### src/rtl/execute_muldiv_pkg.sv
// Shared M-extension opcode constants and FSM encoding for the iterative mul/div unit.
package execute_muldiv_pkg;

    localparam logic [2:0] F3_MUL    = 3'b000;
    localparam logic [2:0] F3_MULH   = 3'b001;
    localparam logic [2:0] F3_MULHSU = 3'b010;
    localparam logic [2:0] F3_MULHU  = 3'b011;
    localparam logic [2:0] F3_DIV    = 3'b100;
    localparam logic [2:0] F3_DIVU   = 3'b101;
    localparam logic [2:0] F3_REM    = 3'b110;
    localparam logic [2:0] F3_REMU   = 3'b111;

    typedef enum logic [1:0] {
        ST_IDLE = 2'd0,
        ST_CALC = 2'd1,
        ST_DONE = 2'd2
    } state_t;

    function automatic logic rs1_signed(input logic [2:0] f3);
        return (f3 == F3_MULH) || (f3 == F3_MULHSU) || (f3 == F3_DIV) || (f3 == F3_REM);
    endfunction

    function automatic logic rs2_signed(input logic [2:0] f3);
        return (f3 == F3_MULH) || (f3 == F3_DIV) || (f3 == F3_REM);
    endfunction

endpackage

### src/rtl/execute_muldiv.sv
// Radix-2 iterative RV32M/RV64M multiply/divide unit: shift-add multiply, restoring divide,
// one shared XLEN+1-bit adder, sign fix-up on the final iteration.
module execute_muldiv
    import execute_muldiv_pkg::*;
#(
    parameter int XLEN      = 32,
    parameter bit EARLY_OUT = 1'b1
) (
    input  logic            clk,
    input  logic            reset,
    input  logic            start,
    input  logic [2:0]      funct3,
    input  logic [XLEN-1:0] operand1,
    input  logic [XLEN-1:0] operand2,
    input  logic [4:0]      dest_reg_sel,
    input  logic            flush,
    output logic            busy,
    output logic            done,
    output logic [XLEN-1:0] result,
    output logic [4:0]      wb_dest_reg_sel
);

    localparam int CW = $clog2(XLEN);
    localparam logic [XLEN-1:0] MIN_NEG = {1'b1, {(XLEN-1){1'b0}}};

    state_t          r_state;
    logic [CW-1:0]   r_cnt;
    logic [XLEN-1:0] r_hi;      // product high half / partial remainder
    logic [XLEN-1:0] r_lo;      // multiplier / dividend shifting into quotient
    logic [XLEN-1:0] r_b;       // multiplicand / divisor magnitude
    logic [2:0]      r_op;
    logic            r_neg_lo;  // negate product or quotient
    logic            r_neg_hi;  // negate remainder
    logic [XLEN-1:0] r_result;
    logic [XLEN-1:0] r_prev;
    logic [4:0]      r_dest;

    logic            w_s1, w_s2, w_div0, w_ovf, w_early;
    logic [XLEN-1:0] w_mag1, w_mag2, w_early_val;
    logic [XLEN:0]   w_add_a, w_add_b, w_sum;
    logic            w_cin;
    logic [XLEN-1:0] w_hi_n, w_lo_n, w_quo, w_rem, w_final;
    logic [2*XLEN-1:0] w_prod, w_prod_s;

    // Accept-side decode straight from ID/EX inputs
    assign w_s1   = rs1_signed(funct3) & operand1[XLEN-1];
    assign w_s2   = rs2_signed(funct3) & operand2[XLEN-1];
    assign w_mag1 = w_s1 ? -operand1 : operand1;
    assign w_mag2 = w_s2 ? -operand2 : operand2;
    assign w_div0 = (operand2 == '0);
    assign w_ovf  = ((funct3 == F3_DIV) || (funct3 == F3_REM)) &&
                    (operand1 == MIN_NEG) && (&operand2);
    assign w_early = EARLY_OUT && funct3[2] && (w_div0 || w_ovf);

    always_comb begin
        w_early_val = '1;
        if (w_div0) w_early_val = funct3[1] ? operand1 : '1;
        else        w_early_val = funct3[1] ? '0 : MIN_NEG;
    end

    // Shared adder: add for multiply, subtract divisor for divide
    always_comb begin
        if (r_op[2]) begin
            w_add_a = {r_hi, r_lo[XLEN-1]};
            w_add_b = ~{1'b0, r_b};
            w_cin   = 1'b1;
        end else begin
            w_add_a = {1'b0, r_hi};
            w_add_b = r_lo[0] ? {1'b0, r_b} : '0;
            w_cin   = 1'b0;
        end
    end

    assign w_sum = w_add_a + w_add_b + {{XLEN{1'b0}}, w_cin};

    always_comb begin
        if (r_op[2]) begin
            // Negative difference means the trial subtract failed: keep the shifted remainder
            w_hi_n = w_sum[XLEN] ? w_add_a[XLEN-1:0] : w_sum[XLEN-1:0];
            w_lo_n = {r_lo[XLEN-2:0], ~w_sum[XLEN]};
        end else begin
            {w_hi_n, w_lo_n} = {w_sum, r_lo[XLEN-1:1]};
        end
    end

    assign w_prod   = {w_hi_n, w_lo_n};
    assign w_prod_s = r_neg_lo ? -w_prod : w_prod;
    assign w_quo    = r_neg_lo ? -w_lo_n : w_lo_n;
    assign w_rem    = r_neg_hi ? -w_hi_n : w_hi_n;

    always_comb begin
        case (r_op)
            F3_MUL:                        w_final = w_prod_s[XLEN-1:0];
            F3_MULH, F3_MULHSU, F3_MULHU:  w_final = w_prod_s[2*XLEN-1:XLEN];
            F3_DIV, F3_DIVU:               w_final = w_quo;
            default:                       w_final = w_rem;
        endcase
    end

    always_ff @(posedge clk or posedge reset) begin
        if (reset) begin
            r_state  <= ST_IDLE;
            r_cnt    <= '0;
            r_hi     <= '0;
            r_lo     <= '0;
            r_b      <= '0;
            r_op     <= '0;
            r_neg_lo <= 1'b0;
            r_neg_hi <= 1'b0;
            r_result <= '0;
            r_prev   <= '0;
            r_dest   <= '0;
        end else begin
            case (r_state)
                ST_IDLE: begin
                    if (start && !flush) begin
                        r_op   <= funct3;
                        r_dest <= dest_reg_sel;
                        r_cnt  <= CW'(XLEN-1);
                        r_hi   <= '0;
                        if (funct3[2]) begin
                            r_lo     <= w_mag1;
                            r_b      <= w_mag2;
                            // x/0 keeps the all-ones magnitude regardless of dividend sign
                            r_neg_lo <= (w_s1 ^ w_s2) & ~w_div0;
                            r_neg_hi <= w_s1;
                        end else begin
                            r_lo     <= w_mag2;
                            r_b      <= w_mag1;
                            r_neg_lo <= w_s1 ^ w_s2;
                            r_neg_hi <= 1'b0;
                        end
                        if (w_early) begin
                            r_prev   <= r_result;
                            r_result <= w_early_val;
                            r_state  <= ST_DONE;
                        end else begin
                            r_state  <= ST_CALC;
                        end
                    end
                end
                ST_CALC: begin
                    if (flush) begin
                        r_state <= ST_IDLE;
                    end else begin
                        r_hi  <= w_hi_n;
                        r_lo  <= w_lo_n;
                        r_cnt <= r_cnt - CW'(1);
                        if (r_cnt == '0) begin
                            r_prev   <= r_result;
                            r_result <= w_final;
                            r_state  <= ST_DONE;
                        end
                    end
                end
                ST_DONE: begin
                    r_state <= ST_IDLE;
                    // A flushed completion must leave the last architectural result visible
                    if (flush) r_result <= r_prev;
                end
                default: r_state <= ST_IDLE;
            endcase
        end
    end

    assign busy            = (r_state != ST_IDLE);
    assign done            = (r_state == ST_DONE) && !flush;
    assign result          = r_result;
    assign wb_dest_reg_sel = r_dest;

endmodule
### config.mk
export PLATFORM = sky130hd
export DESIGN_NAME = execute_muldiv
export DESIGN_NICKNAME = d
export VERILOG_FILES = /design/src/rtl/execute_muldiv_pkg.sv /design/src/rtl/execute_muldiv.sv
export SDC_FILE = /design/constraint.sdc
export NUM_CORES = 1
export LEC_CHECK = 0
export CAP_MARGIN = 20
export CORE_MARGIN = 2
export CORE_UTILIZATION = 50
export DETAILED_ROUTE_END_ITERATION = 8
export PLACE_DENSITY_LB_ADDON = 0.15
export SLEW_MARGIN = 20
export SYNTH_ARGS = -nofsm -noshare
export SYNTH_HDL_FRONTEND = slang
export SYNTH_SLANG_ARGS = --single-unit
### constraint.sdc
create_clock -name clk -period 14.6 [get_ports clk]
set_clock_uncertainty 0.05 [all_clocks]
set_input_delay 2.92 -clock clk [delete_from_list [all_inputs] [get_ports clk]]
set_output_delay 2.92 -clock clk [all_outputs]
set_load 0.005 [all_outputs]
==> summary.md, run 1 <==
| Metric | Value |
|---|---|
| Die width | `187 um` |
| First-pass GRT wire length | `105000 um` |
| Mux share of post-synthesis cell area | `7.49%` |
| Fin. max-slew vios | `0` |
| Netlist cell types | `90` |
| # hold bufs at CTS | `0` |
| Cell Area, Synth | `16700 um^2` |
| CTS tree | `yes` |
| Largest net degree at the start of global routing | `129` |
| RSZ-0062 raised after global routing | `no` |
| Wire per inst | `26.3 um` |
| DR vias | `18300` |
| Mapped Nets | `2331` |
| Syn. warnings | `0` |
| DRC violations left | `0` |
| Fin crit share | `61.9%` |
| PD cells | `269 nW/um^2` |
| Io pins | `115` |
| Synth Area in Adders | `3.46%` |
| Port Buffers | `114` |
| Leakage | `0.00743 uW` |
| Count of final setup violators | `0` |
| Share of cells above drive strength 1 | `8.20%` |
| Simple-gate share of the synthesized area | `21.9%` |
| Root Driver | `clkbuf_16` |
| EDFF count, synth | `0` |
| CTS Sinks | `177` |
| Yosys top cell area share | `26.5%` |
| H-Tree Depth | `4` |
| CP startpoint kind | `flip-flop` |
| Initial Utilization | `51.1%` |
| Vias in the first global route | `16800` |
| Setup bufs post-CTS | `0` |
| CP Capture Type | `flip-flop` |
| Nets | `2339` |
| WP data required | `14.88 ns` |
| Clock power frac | `9.5%` |
| FILL cells | `3151` |
| Hold Path Class | `flip-flop to flip-flop` |
| Routed Antenna Nets | `0` |
| Gr ovfl total | `0` |
| Maxcap violations | `0` |
| Worst vdd ir | `0.145 mV` |
| Sw Pwr | `2890 uW` |
| Vias/cell | `6.83` |
| Switch share | `57.7%` |
| Post-Synthesis Cells | `2210` |
| Most common cell after layout, fill and taps aside | `nand2_1` |
| Power Internal | `2120 uW` |
| Final HPWL DP | `53900 um` |
| Synth area leader | `dfrtp_1` |
| Setup TNS | `0 ns` |
| Die Ht | `187 um` |
| # rows | `66` |
| Slew HR | `24.2%` |
| Syn-to-layout area delta | `11.3%` |
| Seq cells post-synth | `177` |
| Crit Path Class | `flip-flop to flip-flop` |
| TritonCTS Buffers | `17` |
| Gpl congestion | `1.02` |
| CORE AREA | `32700 um^2` |
| Least-Margin Pin Slew | `1.13 ns` |
| Status | `complete, no violations` |
| Crit-path max FO | `76` |
| Synth Area in XOR/XNOR | `7.02%` |
| Total GRT Usage | `39.5%` |
| DRT iter0 DRCs | `2564` |
| Post-Route WL | `70500 um` |
| Seq/Total Area, Yosys | `26.5%` |
| Asr flop ratio synth | `100%` |
| Post-CTS Resized | `0` |
| Detailed Routing Iterations Pass 1 | `7` |
| Main combinational cell family by area after synthesis | `compound AO/OA/AOI/OAI gates` |
| Arr. time, crit path | `9.32 ns` |
| Final core occ | `56.9%` |
| Syn avg cell area | `7.57 um^2` |
| Clk buf depth | `2` |
| Synth Area in Compound Gates | `28.8%` |
| Top post-synthesis cells by area | `dfrtp_1, nand2_1, o21ai_0` |
| Clock Latency Late Sink | `0.47 ns` |
| Highest Clock Rate | `111 MHz` |
| DIE AREA | `34900 um^2` |
| Initial antenna violation count | `4` |
| Sequential cell fraction of total power | `19.2%` |
| Commonest cells after routing, fill and taps aside | `nand2_1, o21ai_0, nor2_1` |
| Logic gate share of total power | `71.3%` |
| Prevailing post-synth register cell | `dfrtp_1` |
| Final Hold Vio Count | `0` |
| Min Tclk post-route | `9.04 ns` |
| Reg clk slew, reported paths | `0.08 ns` |
power groups by stage:
| stage | Sequential [uW] | Clock [uW] | Combinational, uW |
|---|---|---|---|
| global placement | 951 | 0 | 3410 |
| finish | 963 | 475 | 3570 |
| CTS | 948 | 477 | 3440 |
| detailed placement | 953 | 0 | 3430 |
| floorplan | 830 | 0 | 2370 |
| global route | 985 | 497 | 3780 |
final timing paths:
check / start / to / slack (ns) / depth (start not counted)
worst max-delay path: r_op[2]$_DFFE_PP0P_ / result[2]$_DFFE_PP0P_ / 5.56 / 23
worst min-delay path: result[1]$_DFFE_PP0P_ / result[1]$_DFFE_PP0P_ / 0.46 / 1
worst max register to register: r_op[2]$_DFFE_PP0P_ / result[2]$_DFFE_PP0P_ / 5.56 / 23
worst min register to register: result[1]$_DFFE_PP0P_ / result[1]$_DFFE_PP0P_ / 0.46 / 1
max in group asynchronous: reset / r_prev[18]$_DFFE_PP0P_ / 9.79 / 4
min in group asynchronous: reset / wb_dest_reg_sel[0]$_DFFE_PP0P_ / 2.74 / 2
critical path, cell delays in order (launching register included):
cell and delay [ns]:
dfrtp_4 0.68, buf_4 0.70, buf_4 0.76, mux2_2 0.41, ha_1 0.43, a21oi_1 0.21
o21ai_0 0.19, a311oi_2 0.45, nand4_1 0.43, a21oi_2 0.61, o21ai_0 0.28, o21ai_0 0.25
ha_1 0.24, o21a_1 0.16, o2111ai_1 0.21, nor3_1 0.65, nand3_1 0.27, nor3_1 0.66
nand2_1 0.23, nand2_1 0.20, a21oi_1 0.11, a21o_1 0.21, a221oi_1 0.26, o31ai_1 0.10
cell usage after synthesis, drive strengths merged (34+ instances only):
| library cell | count |
|---|---|
| nand3 | 41 |
| mux2i | 43 |
| dfrtp | 177 |
| ha | 43 |
| a31oi | 34 |
| clkbuf | 98 |
| inv | 44 |
| xnor2 | 79 |
| nor2 | 198 |
| mux2 | 73 |
| o221ai | 36 |
| o21ai | 228 |
| a21oi | 198 |
| xor2 | 55 |
| nor3 | 91 |
| buf | 56 |
| nand2 | 303 |
stage by stage:
| step | worst slack, ns | cells | hold WS, ns | instance area [um^2] | power (uW) |
|---|---|---|---|---|---|
| 6_report | 5.56 | 2675 | 0.460 | 18600 | 5010 |
| 5_1_grt | 4.97 | 2673 | 0.476 | 18600 | 5260 |
| 4_1_cts | 5.54 | 2673 | 0.461 | 18600 | 4860 |
| 3_5_place_dp | 5.57 | 2641 | 0.443 | 18000 | 4380 |
| 3_3_place_gp | 5.97 | 2641 | 0.437 | 18000 | 4360 |
| 2_1_floorplan | 6.69 | 2210 | 0.415 | 16700 | 3200 |
area by class of cell:
type	count	area (um^2)	area share, %
diodes	2	5.00	0.0269
clock buffers	18	439	2.36
clock inverters	14	144	0.773
inverters	44	170	0.914
multi-input cells	1835	11500	61.8
flip-flops and latches	177	4430	23.8
well taps	442	553	2.97
repair buffers	143	1360	7.31
cells by family (layout without fill, tap and decap cells):
family / count (synthesis) / after routing
xor+xnor: 134 / 134
other cells: 0 / 2
mux: 116 / 116
fa+ha+maj: 45 / 45
simple gates: 792 / 792
flops: 177 / 177
compound gates: 748 / 748
buf+inv: 198 / 219
state kept, by name, summed over array words and instances (netlist names):
signal,flops
wb_dest_reg_sel,5
result,32
r_prev,32
r_neg_lo,1
r_lo,32
r_hi,32
r_cnt,5
r_neg_hi,1
r_op,3
r_state,2
r_b,32
routing by layer:
metal	part of all wire [%]	GRT usage (%)	vias to the layer above
met5	0.038	0	-
met4	5.2	18.9	4
met3	10	9.27	181
met2	44	61.4	1092
met1	40	52.0	8841
li1	-	-	8153
Note: power is estimated with default switching activity, not from simulation.
==> run 2: changes to the inputs <==
==> constraint.sdc (replaced) <==
create_clock -name clk -period 9.1 [get_ports clk]
set_clock_uncertainty 0.05 [all_clocks]
set_input_delay 1.82 -clock clk [delete_from_list [all_inputs] [get_ports clk]]
set_output_delay 1.82 -clock clk [all_outputs]
set_load 0.005 [all_outputs]
==> summary.md, run 2 (synthesis gave the netlist of run 1 again) <==
| Metric | Value |
|---|---|
| DIE AREA | `34900 um^2 (unchanged)` |
| Crit Path Class | `flip-flop to flip-flop` |
| Io pins | `115 (unchanged)` |
| Clock power frac | `9.4% (about the same)` |
| Syn-to-layout area delta | `11.4% (about the same)` |
| Switch share | `57.8% (+0.097 points)` |
| Cell family with most CP delay | `compound AO/OA/AOI/OAI gates` |
| CP startpoint kind | `flip-flop` |
| Detailed Routing Iterations Pass 1 | `6 (-1)` |
| Crit-path max FO | `42 (-45%)` |
| CTS tree | `yes` |
| Total Power | `8000 uW (+60%)` |
| Highest Clock Rate | `125 MHz (+13%)` |
| Least-Margin Pin Slew | `1.05 ns (-0.0783 ns)` |
| Gpl congestion | `1.03 (+1.0%)` |
| # rows | `66 (unchanged)` |
| Post-CTS Resized | `0 (unchanged)` |
| Final HPWL DP | `54000 um (+0.20%)` |
| PD cells | `429 nW/um^2 (+60%)` |
| Clock Latency Late Sink | `0.47 ns (about the same)` |
| Worst vdd ir | `0.216 mV (+49%)` |
| Total GRT Usage | `39.3% (-0.29 points)` |
| Arr. time, crit path | `8.26 ns (-1.06 ns)` |
| Commonest cells after routing, fill and taps aside | `nand2_1, o21ai_0, nor2_1` |
| Routed Antenna Nets | `0 (unchanged)` |
| CORE AREA | `32700 um^2 (unchanged)` |
| Post-Route WL | `69700 um (-1.1%)` |
| Largest net degree at the start of global routing | `133 (+3.1%)` |
| DR vias | `18100 (-1.2%)` |
| Post-route design area | `18600 um^2 (about the same)` |
| Vias/cell | `6.75 (-1.2%)` |
| Fin Hold WS | `0.455 ns (-0.00530 ns)` |
| Gr ovfl total | `0 (unchanged)` |
| DRC violations left | `0 (unchanged)` |
| FILL cells | `3101 (-1.6%)` |
| Vias in the first global route | `16500 (-1.8%)` |
| Critical Path Slowest Stage Cell | `dfrtp_4` |
| Multi-input logic area | `11500 um^2 (about the same)` |
| Initial antenna violation count | `2 (-2)` |
| Setup TNS | `0 ns (unchanged)` |
| Clk buf depth | `2 (unchanged)` |
| Inst Count DP | `2644 (+0.11%)` |
| Die width | `187 um (unchanged)` |
| Most common cell after layout, fill and taps aside | `nand2_1` |
| Hold Path Class | `flip-flop to flip-flop` |
| Diode count | `0 (-2)` |
| Sequential cell fraction of total power | `19.4% (+0.2 points)` |
| Die Ht | `187 um (unchanged)` |
| Root Driver | `clkbuf_16` |
| CP Capture Type | `flip-flop` |
| TritonCTS Buffers | `17 (unchanged)` |
| Crit path buffers/inverters | `3 (+1)` |
| Maxcap violations | `0 (unchanged)` |
| Power Internal | `3370 uW (+59%)` |
| Final Hold Vio Count | `0 (unchanged)` |
| Fin crit share | `87.7% (+26 points)` |
| Setup bufs post-CTS | `0 (unchanged)` |
| Leakage | `0.00744 uW (+0.11%)` |
| Logic gate share of total power | `71.3% (about the same)` |
| DRT iter0 DRCs | `2352 (-8.3%)` |
| Sw Pwr | `4630 uW (+60%)` |
| Slew HR | `30.2% (+5.9 points)` |
| Min Tclk post-route | `7.98 ns (-1.06 ns)` |
| Fin. max-slew vios | `0 (unchanged)` |
| Port Buffers | `114 (unchanged)` |
| H-Tree Depth | `4 (unchanged)` |
| Nets | `2342 (+0.13%)` |
| Share of cells above drive strength 1 | `8.24% (+0.034 points)` |
| RSZ-0062 raised after global routing | `no` |
| Slowest stage delay, CP | `0.79 ns (+0.03 ns)` |
| First-pass GRT wire length | `104000 um (-0.81%)` |
| Status | `complete, no violations` |
| Initial Utilization | `51.1% (unchanged)` |
| Wire per inst | `26.0 um (-1.1%)` |
| DP Area | `18100 um^2 (+0.19%)` |
| Register Area | `4430 um^2 (unchanged)` |
| Count of final setup violators | `0 (unchanged)` |
| Reg clk slew, reported paths | `0.08 ns (about the same)` |
| Non-Filler Instances | `2676 (+0.037%)` |
| CTS Sinks | `177 (unchanged)` |
| WP data required | `9.38 ns (-5.50 ns)` |
| # hold bufs at CTS | `0 (unchanged)` |
run 2: changes by cell type in the layout (fill, tap and decap cells not counted), sizes merged:
cell / change
bufinv: -1
inv: +1
diode: -2
buf: +3
run 2: worst paths after layout:
path,start,end,slack [ns],cells past startpoint
setup / recovery,r_op[2]$_DFFE_PP0P_,result[2]$_DFFE_PP0P_,1.12,25
hold / removal,wb_dest_reg_sel[0]$_DFFE_PP0P_,wb_dest_reg_sel[0]$_DFFE_PP0P_,0.46,1
setup reg to reg,r_op[2]$_DFFE_PP0P_,result[2]$_DFFE_PP0P_,1.12,25
hold reg to reg,wb_dest_reg_sel[0]$_DFFE_PP0P_,wb_dest_reg_sel[0]$_DFFE_PP0P_,0.46,1
max in group asynchronous,reset,r_prev[23]$_DFFE_PP0P_,5.79,3
min in group asynchronous,reset,wb_dest_reg_sel[2]$_DFFE_PP0P_,1.88,2
run 2: metrics by stage:
step	worst slack [ns]	util [%]
finish	1.12	57.0
floorplan	1.19	-
global placement	1.68	55.2
CTS	1.40	57.0
global route	0.431	57.0
detailed placement	1.42	55.2
run 2: power groups by stage:
stage	sequential (uW)	combinational, uW	clock [uW]
2_1_floorplan	1330	3800	0
3_3_place_gp	1530	5460	0
3_5_place_dp	1540	5500	0
4_1_cts	1520	5520	751
5_1_grt	1580	6040	782
6_report	1550	5700	749
run 2: metal layers:
metal,part of all wire [%],up-vias,routed length [um],global-route usage (%)
met4,5.5,4,3860,20.1
met1,41,8696,28300,52.7
li1,-,8136,-,-
met3,9.8,174,6830,7.19
met2,44,1046,30700,60.6
met5,0.036,-,25,0
run 2: worst reg2reg max path: cells and delay by family, from the launching register on:
family	cells	cell delay, ns
buffers and inverters	3	0.62
AO/OA/AOI/OAI	13	2.98
flip-flops	1	0.79
adder cells (fa/ha/maj)	3	0.90
AND/OR/NAND/NOR	6	2.52
run 2: area by class of cell:
| type | count | share of cell area (%) |
|---|---|---|
| sequential | 177 | 23.8 |
| inverter | 44 | 0.913 |
| multi-input combinational | 1835 | 61.8 |
| timing repair buffer | 146 | 7.49 |
| tap | 442 | 2.97 |
| clock inverter | 14 | 0.772 |
| clock buffer | 18 | 2.30 |
